File: src/rtl/mem_burst_ctrl.sv
// Burst sequencer: one command in, one synchronous-memory access per cycle out.
// Define MEM_BURST_WRAP_EN to let bursts wrap past the top of memory instead of rejecting them.
module mem_burst_ctrl #(
    parameter int unsigned AW = 8,
    parameter int unsigned DW = 8,
    parameter int unsigned LW = 8
) (
    input  logic          clk,
    input  logic          rst,
    input  logic          cmd_valid,
    output logic          cmd_ready,
    input  logic          cmd_rw,
    input  logic [AW-1:0] cmd_addr,
    input  logic [LW-1:0] cmd_len,
    input  logic          pause,
    input  logic [DW-1:0] wr_data,
    output logic          wr_data_req,
    output logic [AW-1:0] mem_addr,
    output logic          mem_we,
    output logic          mem_re,
    output logic [DW-1:0] mem_wdata,
    input  logic [DW-1:0] mem_rdata,
    output logic [DW-1:0] rd_data,
    output logic          rd_valid,
    output logic          busy,
    output logic          done,
    output logic          err
);

    typedef enum logic [2:0] {StIdle, StRun, StDrain, StDone, StErr} state_t;

    state_t        state_q, state_d;
    logic [AW-1:0] addr_q, addr_d;
    logic [LW-1:0] beats_q, beats_d;
    logic          rw_q, rw_d;
    logic          accept, fire, last_beat, overflow;
    logic          rd_valid_q, done_q, err_q, busy_q, ready_q;
    logic [DW-1:0] rd_hold_q;

    assign accept    = cmd_valid && (state_q == StIdle);
    assign fire      = (state_q == StRun) && !pause;
    assign last_beat = fire && (beats_q == '0);

`ifdef MEM_BURST_WRAP_EN
    assign overflow = 1'b0;
`else
    localparam int unsigned SW = AW + LW;
    logic [SW-1:0] span;
    // Any bit above AW means the last beat would fall past the top address.
    assign span     = SW'(cmd_addr) + SW'(cmd_len);
    assign overflow = |span[SW-1:AW];
`endif

    always_ff @(posedge clk or posedge rst) begin
        if (rst) begin
            state_q <= StIdle;
        end else begin
            state_q <= state_d;
        end
    end

    always_comb begin
        state_d = state_q;
        unique case (state_q)
            StIdle:  if (cmd_valid) state_d = overflow ? StErr : StRun;
            StRun:   if (last_beat) state_d = rw_q ? StDone : StDrain;
            StDrain: state_d = StDone;
            StDone:  state_d = StIdle;
            StErr:   state_d = StIdle;
            default: state_d = StIdle;
        endcase
    end

    always_comb begin
        mem_addr    = addr_q;
        mem_we      = fire && rw_q;
        mem_re      = fire && !rw_q;
        wr_data_req = fire && rw_q;
        mem_wdata   = (fire && rw_q) ? wr_data : '0;
    end

    always_comb begin
        rw_d    = rw_q;
        addr_d  = addr_q;
        beats_d = beats_q;
        if (accept) begin
            rw_d    = cmd_rw;
            addr_d  = cmd_addr;
            beats_d = cmd_len;
        end else if (fire) begin
            addr_d  = addr_q + AW'(1);
            beats_d = beats_q - LW'(1);
        end
    end

    always_ff @(posedge clk or posedge rst) begin
        if (rst) begin
            rw_q    <= 1'b0;
            addr_q  <= '0;
            beats_q <= '0;
        end else begin
            rw_q    <= rw_d;
            addr_q  <= addr_d;
            beats_q <= beats_d;
        end
    end

    always_ff @(posedge clk or posedge rst) begin
        if (rst) begin
            rd_valid_q <= 1'b0;
            rd_hold_q  <= '0;
            done_q     <= 1'b0;
            err_q      <= 1'b0;
            busy_q     <= 1'b0;
            ready_q    <= 1'b1;
        end else begin
            rd_valid_q <= mem_re;
            if (rd_valid_q) begin
                rd_hold_q <= mem_rdata;
            end
            done_q  <= (state_d == StDone);
            err_q   <= (state_d == StErr);
            busy_q  <= (state_d != StIdle);
            ready_q <= (state_d == StIdle);
        end
    end

    // Memory returns data in the rd_valid cycle; pass it through then, hold it afterwards.
    assign rd_data   = rd_valid_q ? mem_rdata : rd_hold_q;
    assign rd_valid  = rd_valid_q;
    assign done      = done_q;
    assign err       = err_q;
    assign busy      = busy_q;
    assign cmd_ready = ready_q;

    a_strobe_excl: assert property (@(posedge clk) disable iff (rst) !(mem_we && mem_re));
    a_strobe_run:  assert property (@(posedge clk) disable iff (rst)
                                    (mem_we || mem_re) |-> (state_q == StRun));
    a_pulse_excl:  assert property (@(posedge clk) disable iff (rst) !(done && err));

endmodule
File: config.mk
export PLATFORM = sky130hd
export DESIGN_NAME = mem_burst_ctrl
export DESIGN_NICKNAME = d
export VERILOG_FILES = /design/src/rtl/mem_burst_ctrl.sv
export SDC_FILE = /design/constraint.sdc
export NUM_CORES = 1
export LEC_CHECK = 0
export CORE_MARGIN = 2
export CORE_UTILIZATION = 40
export DETAILED_ROUTE_END_ITERATION = 7
export PLACE_DENSITY_LB_ADDON = 0.3
export RECOVER_POWER = 25
export SKIP_CTS_REPAIR_TIMING = 1
export SKIP_LAST_GASP = 1
export SLEW_MARGIN = 10
export SYNTH_ARGS = -nofsm -noshare
export SYNTH_HDL_FRONTEND = slang
export SYNTH_SLANG_ARGS = --single-unit
File: constraint.sdc
create_clock -name clk -period 1.55 [get_ports clk]
set_input_delay 0.31 -clock clk [delete_from_list [all_inputs] [get_ports clk]]
set_output_delay 0.31 -clock clk [all_outputs]
set_load 0.1 [all_outputs]
Word level (Yosys, flattened, before mapping)

Index checks and enable logic that the tools add are counted.

Output and inout port bits: 32
Logic and storage cells: 41
Input port bits: 37
Register bits after elaboration: 33

Equality and inequality tests: 4
Muxes and demuxes: 11
Add/sub/neg operators: 3
Reduce and logical (&&, ||, !) cells: 13

Operators by type and width:

| operator            | number |
|---|---|
| $mux 8              | 6 |
| $add 8x8->9         | 1 |
| $mux 3              | 3 |
| $pmux 3 s3          | 1 |
| $add 8x1->8 const B | 1 |
| $logic_not 8->1     | 1 |
| $reduce_or 8->1     | 1 |
| $sub 8x1->8 const B | 1 |
| $eq 3x2->1 const B  | 2 |
| $logic_not 3->1     | 2 |
| $logic_and 1x1->1   | 5 |
| $eq 3x1->1 const B  | 1 |
| $eq 3x3->1 const B  | 1 |
| $reduce_bool 3->1   | 1 |
| $logic_not 1->1     | 2 |
| $reduce_bool 2->1   | 1 |
| $mux 1              | 1 |

Depth between registers and ports, before layout

Gate-level depths: netlist of run 1.

Word-level depth: 6
Mapped depth: 6
Mapped depth without buffers: 6

Worst setup path after synthesis of run 1

Ideal clock, no wire load.

Path kind: flip-flop to output port
Start: reg state_q[2]
End: out mem_re
Buffers on the path: 1
Path slack: -1.277 ns
Arrival: 2.517 ns
Data required time: 1.240 ns
Stages on the path, launching flop included: 4
Cells stage by stage: dfrtp_1 buf_6 or4b_2 nor2_1

Longest elaborated chain between the ends: 3

RTL lines:

| what                   | line | source |
|---|---|---|
| start, declared        | 32   | `state_t state_q, state_d;` |
| start signal, assigned | 56   | `state_q <= StIdle;` |
| start signal, assigned | 58   | `state_q <= state_d;` |
| $eq 3x1->1             | 41   | `assign fire = (state_q == StRun) && !pause;` |
| $logic_and 1x1->1      | 41   |  |
| $logic_and 1x1->1      | 77   | `mem_re = fire && !rw_q;` |
| end, declared          | 20   | `output logic mem_re,` |

No other way between the ends.

Final worst setup path of run 1

Ends and elaborated chain as after synthesis.

==> results of run 1 <==
[state kept, by name (all words and copies together) (netlist names)]
name / flops
cmd_ready: 1
rd_hold_q: 8
rw_q: 1
rd_valid: 1
busy: 1
state_q: 3
err: 1
beats_q: 8
done: 1
mem_addr: 8
[cells in the final DEF (no fill, tap or decap), drive strengths merged, types with 5 or more instances in the layout]
cell type / count
nand2: 20
nand3: 5
xor2: 9
clkdlybuf4s50: 20
buf: 71
dfrtp: 32
ha: 10
nor2: 11
o21ai: 14
and3: 12
clkbuf: 7
mux2: 8
dlymetal6s2s: 15
[where the power goes]
part | internal (mW) | leakage, nW | switching, mW | total [mW]
sequential | 1.28 | 0.390 | 0.394 | 1.67
clock | 0.311 | 0.0450 | 0.323 | 0.634
combinational | 2.22 | 1.19 | 3.39 | 5.61
total | 3.81 | 1.63 | 4.10 | 7.91
[area by class of cell]
class,instances,area [um2],area share
Inverter,4,15.0,0.00437
Sequential cell,33,841,0.245
Tap cell,52,65.1,0.0190
Multi-Input combinational cell,131,1070,0.310
Clock inverter,2,10.0,0.00292
Timing Repair Buffer,108,1360,0.397
Clock buffer,6,72.6,0.0211
[worst max-delay path, cell delays in order (launching register included)]
cell and delay, ps:
dfrtp_2 440, or4b_4 570, nor2_4 130, buf_12 180
[per-layer routing]
metal	vias to the layer above	wire [um]	GRT usage
met3	9	351	0.0549
met4	0	76	0.0650
met5	-	0	0
met2	69	2800	0.319
met1	845	2180	0.268
li1	842	-	-
[kinds of logic (layout without fill, tap and decap cells)]
group,after synthesis,after routing,share of synthesized area
xor gates and xnor gates,11,11,0.0525
DFF,33,33,0.451
AOI/OAI and AO/OA,31,31,0.111
buffers and inverters,15,120,0.0457
muxes,8,8,0.0491
and+or+nand+nor,71,71,0.222
adders and majority gates,10,10,0.0682
[per-stage QoR]
stage	total power, mW	utilization	setup slack, ps	std cells
6_report	7.91	0.783	-371	336
2_1_floorplan	5.10	-	-388	179
3_5_place_dp	7.08	0.727	-538	322
4_1_cts	7.74	0.746	-468	330
3_3_place_gp	7.00	0.727	-469	322
5_1_grt	8.24	0.783	-417	336
[worst max path at each step]
stage / start / to / slack (ps) / cells past startpoint
6_report: state_q[2] / mem_re / -370 / 3
5_1_grt: state_q[2] / mem_re / -420 / 3
4_1_cts: pause / mem_re / -470 / 4
3_5_place_dp: cmd_addr[4] / state_q[0] / -540 / 7
3_3_place_gp: cmd_len[2] / state_q[0] / -470 / 7
2_1_floorplan: state_q[2] / wr_data_req / -390 / 5
==> qor.yml, run 1 <==
status: "finished with violations"
violations: "negative setup slack"
routed_wl_um: 5410
antenna_cells: 0
p_leak_nw: 1.63
synth_edf_count: 0
grt_pass1_vias: 1729
fin_ws_ps: -371
cp.arrival_ps: 1610
ff2ff_path_depth: 5
dr.first_iter.drc_count: 92
ys_ff_latch: 33
min_path_type: "in2reg"
design.core.area_um2: 4380
setup_viol_count_final: 31
clock_sinks: 33
grt_overflow: 0
grt_antenna_before_repair: 0
period_minus_slack_ps: 1920
cp-end-kind: "output pin"
h-tree-depth: 2
dp_hpwl_um: 3790
rsz0062_at_grt: "true"
irDropWorstVdd_mv: 1.41
reg2reg_to: "done"
syn_nets: 226
worst_pin_slew_ps: 816
grt_pass1_wl_um: 8060
drcViolationCount: 0
wl_per_cell_um: 16.1
clockBufferDepth: 2
maxCapViolCount: 0
r2r_slack_ps: -110
drive_gt1_frac: 0.468
min-delay-start: "cmd_addr[2]"
worst_hold_slack_ps: 287
worst_clock_skew_ps: 6.42
fillers: 273
tritoncts: "yes"
cts_made_buffers: 5
ys_seq_area_frac: 0.451
grt_start_max_net_pins: 34
antenna_left: 0
finalInstanceArea_um2: 3430
fp.dieW_um: 71.7
netlist_top_cells_area: "dfrtp_1, ha_1, mux2_2, xor2_1, and3_1"
r2r_start: "state_q[2]"
clkTransAtPathRegs_ps: 60
grt.total_usage: 0.201
dpl_cell_area_um2: 3190
hold_violations: 0
yosys-top-cells-count: "dfrtp_1, nand2_1, o21ai_0"
num_io_pins: 69
criticalPathCategory: "reg2out"
fin_setup_tns_ps: -5580
yosysTopAreaCell: "dfrtp_1"
min_period_over_period: 1.24
vias_per_cell: 5.25
synth_most_common_cell: "dfrtp_1"
start_kind: "register"
mappedNetlistArea_um2: 1830
path_max_fanout: 4
fmax_mhz: 521
routabilityCongestion: 0.850
avgSynthCellArea_um2: 10.2
dr.pass1.iters: 4
dieArea_um2: 5140
required_ps: 1240
num_rows: 24
holdPathEnd: "mem_addr[2]"
clock-root-buffer: "clkbuf_8"
min_path_cells: 3
clock_latency_ps: 290
drv_slew: 0
start_util: 0.418
synthCells: 179
synthArstFlopShare: 1.00
synth_cell_types: 41
relSlewSlack: 0.456
synth_top_area_share: 0.437
synthToLayoutAreaGrowth_pct: 87.2
io_buffers: 68
die_h_um: 71.7
num_vias: 1765
synth_warnings: 0
fin_nets: 330
p_per_area_nw_per_um2: 2300
ys.flop_type: "dfrtp_1"
No activity file was read; power rests on OpenSTA's default activity.
==> run 2, diff against run 1 <==
--- a/config.mk
+++ b/config.mk
@@ -5,7 +5,7 @@
 export SDC_FILE = /design/constraint.sdc
 export NUM_CORES = 1
 export LEC_CHECK = 0
-export CORE_MARGIN = 2
+export CORE_MARGIN = 8
 export CORE_UTILIZATION = 40
 export DETAILED_ROUTE_END_ITERATION = 7
 export PLACE_DENSITY_LB_ADDON = 0.3
==> run 2 against run 1 <==
Effect of this change: design area is the same; register-to-register slack is essentially flat; critical endpoint unchanged; highest routed layer unchanged; flip-flop and latch count is the same; core utilization is the same; critical path type unchanged; die area grew 36%; worst setup slack lost 14 ps; the run still ends with negative setup slack left; final cell count grew 0.30%; combinational power is essentially flat; clock power grew 15%; largest cell class unchanged; largest power group unchanged.
==> qor.yml, run 2 (synthesized netlist as in run 1, its figures left out) <==
path_max_fanout: 4  # unchanged
min_period_over_period: 1.25  # +0.00929
cts_made_buffers: 5  # unchanged
relSlewSlack: 0.456  # about the same
tritoncts: "yes"
min-delay-start: "cmd_len[2]"
dr.first_iter.drc_count: 77  # -16%
clock_latency_ps: 290  # about the same
clkTransAtPathRegs_ps: 70  # about the same
die_h_um: 83.7  # +17%
rsz0062_at_grt: "true"
cp-startpoint: "state_q[1]"
drcViolationCount: 0  # unchanged
grt_overflow: 0  # unchanged
r2r_slack_ps: -110  # about the same
num_vias: 1719  # -2.6%
min_path_type: "in2reg"
dp_worst_setup_slack_ps: -551  # -13.0 ps
worst_pin_slew_ps: 815  # -0.205 ps
cp-end-kind: "output pin"
routed_wl_um: 5770  # +6.6%
r2r_start: "state_q[1]"
grt_pass1_vias: 1818  # +5.1%
fillers: 260  # -4.8%
num_rows: 24  # unchanged
status: "finished with violations"
wl_per_cell_um: 17.1  # +6.2%
design.core.area_um2: 4380  # unchanged
fin_nets: 331  # +0.30%
clockBufferDepth: 2  # unchanged
num_io_pins: 69  # unchanged
dpl_cell_area_um2: 3180  # -0.24%
fin_ws_ps: -385  # -14.4 ps
h-tree-depth: 2  # unchanged
routabilityCongestion: 0.807  # -5.1%
antenna_cells: 0  # unchanged
dr.pass1.iters: 4  # unchanged
fp.dieW_um: 83.7  # +17%
io_buffers: 68  # unchanged
clock_sinks: 33  # unchanged
fmax_mhz: 517  # -0.74%
irDropWorstVdd_mv: 1.76  # +25%
maxCapViolCount: 0  # unchanged
fin_setup_tns_ps: -5870  # -290 ps
start_util: 0.418  # unchanged
vias_per_cell: 5.10  # -2.9%
layout_common_cells: "buf_4, buf_12, dfrtp_1, nand2_1, clkdlybuf4s50_1"
final_util: 0.783  # unchanged
antenna_left: 0  # unchanged
violations: "negative setup slack"
start_kind: "register"
worst_clock_skew_ps: 8.06  # +1.64 ps
grt_start_max_net_pins: 34  # unchanged
p_per_area_nw_per_um2: 2330  # +0.96%
totalPowerFinal_mw: 7.99  # +0.96%
final_common_cell: "buf_4"
drive_gt1_frac: 0.449  # -0.0192
period_minus_slack_ps: 1940  # +14.4 ps
grt_pass1_wl_um: 8890  # +10%
criticalPathCategory: "reg2out"
clock-root-buffer: "clkbuf_8"
hold_violations: 0  # unchanged
dp_hpwl_um: 4400  # +16%
p_leak_nw: 1.64  # +0.98%
grt.total_usage: 0.154  # -0.0476
drv_slew: 0  # unchanged
cp.arrival_ps: 1630  # +20 ps
dieArea_um2: 7010  # +36%
required_ps: 1240  # about the same
synthToLayoutAreaGrowth_pct: 87.2  # unchanged
setup_viol_count_final: 32  # +3.2%
finalInstanceArea_um2: 3430  # unchanged
grt_antenna_before_repair: 0  # unchanged
run 2: metrics by stage:
| step | hold slack, ps | std cells |
|---|---|---|
| after CTS | 359 | 329 |
| after global routing | 304 | 337 |
| after floorplan | 378 | 179 |
| final | 284 | 337 |
| after global placement | 498 | 321 |
| after detailed placement | 506 | 321 |
run 2: path summary, 6_finish.rpt:
path | end | depth (start not counted)
min in group asynchronous | state_q[0] | 3
max in group asynchronous | rd_valid | 3
worst max-delay path | mem_re | 3
worst max register to register | mem_addr[4] | 7
worst min register to register | rd_hold_q[0] | 1
worst min-delay path | beats_q[2] | 3
run 2: worst max-delay path, cell delays in order (launching register included):
cell and delay, ps:
dfrtp_1 430, or4b_4 580, nor2_4 130, buf_12 180
run 2: layout make-up:
class	count	area, um2	area share
clock inverters	1	5.00	0.00146
clock buffers	7	96.3	0.0281
flip-flops and latches	33	841	0.245
multi-input cells	131	1040	0.304
inverters	4	15.0	0.00437
well taps	52	65.1	0.0190
repair buffers	109	1370	0.399
run 2: metal layers:
| metal | routed length [um] | track usage | vias up | part of all wire |
|---|---|---|---|---|
| li1 | - | - | 847 | - |
| met1 | 2380 | 0.184 | 797 | 0.41 |
| met2 | 2900 | 0.253 | 66 | 0.50 |
| met3 | 383 | 0.0547 | 9 | 0.066 |
| met4 | 102 | 0.0424 | 0 | 0.018 |
| met5 | 0 | 0 | - | 0 |
run 2: power breakdown:
| group | leakage [nW] | switching [mW] | internal (mW) |
|---|---|---|---|
| Sequential | 0.390 | 0.388 | 1.28 |
| Clock | 0.0542 | 0.325 | 0.401 |
| Combinational | 1.20 | 3.39 | 2.21 |
| Total | 1.64 | 4.10 | 3.88 |
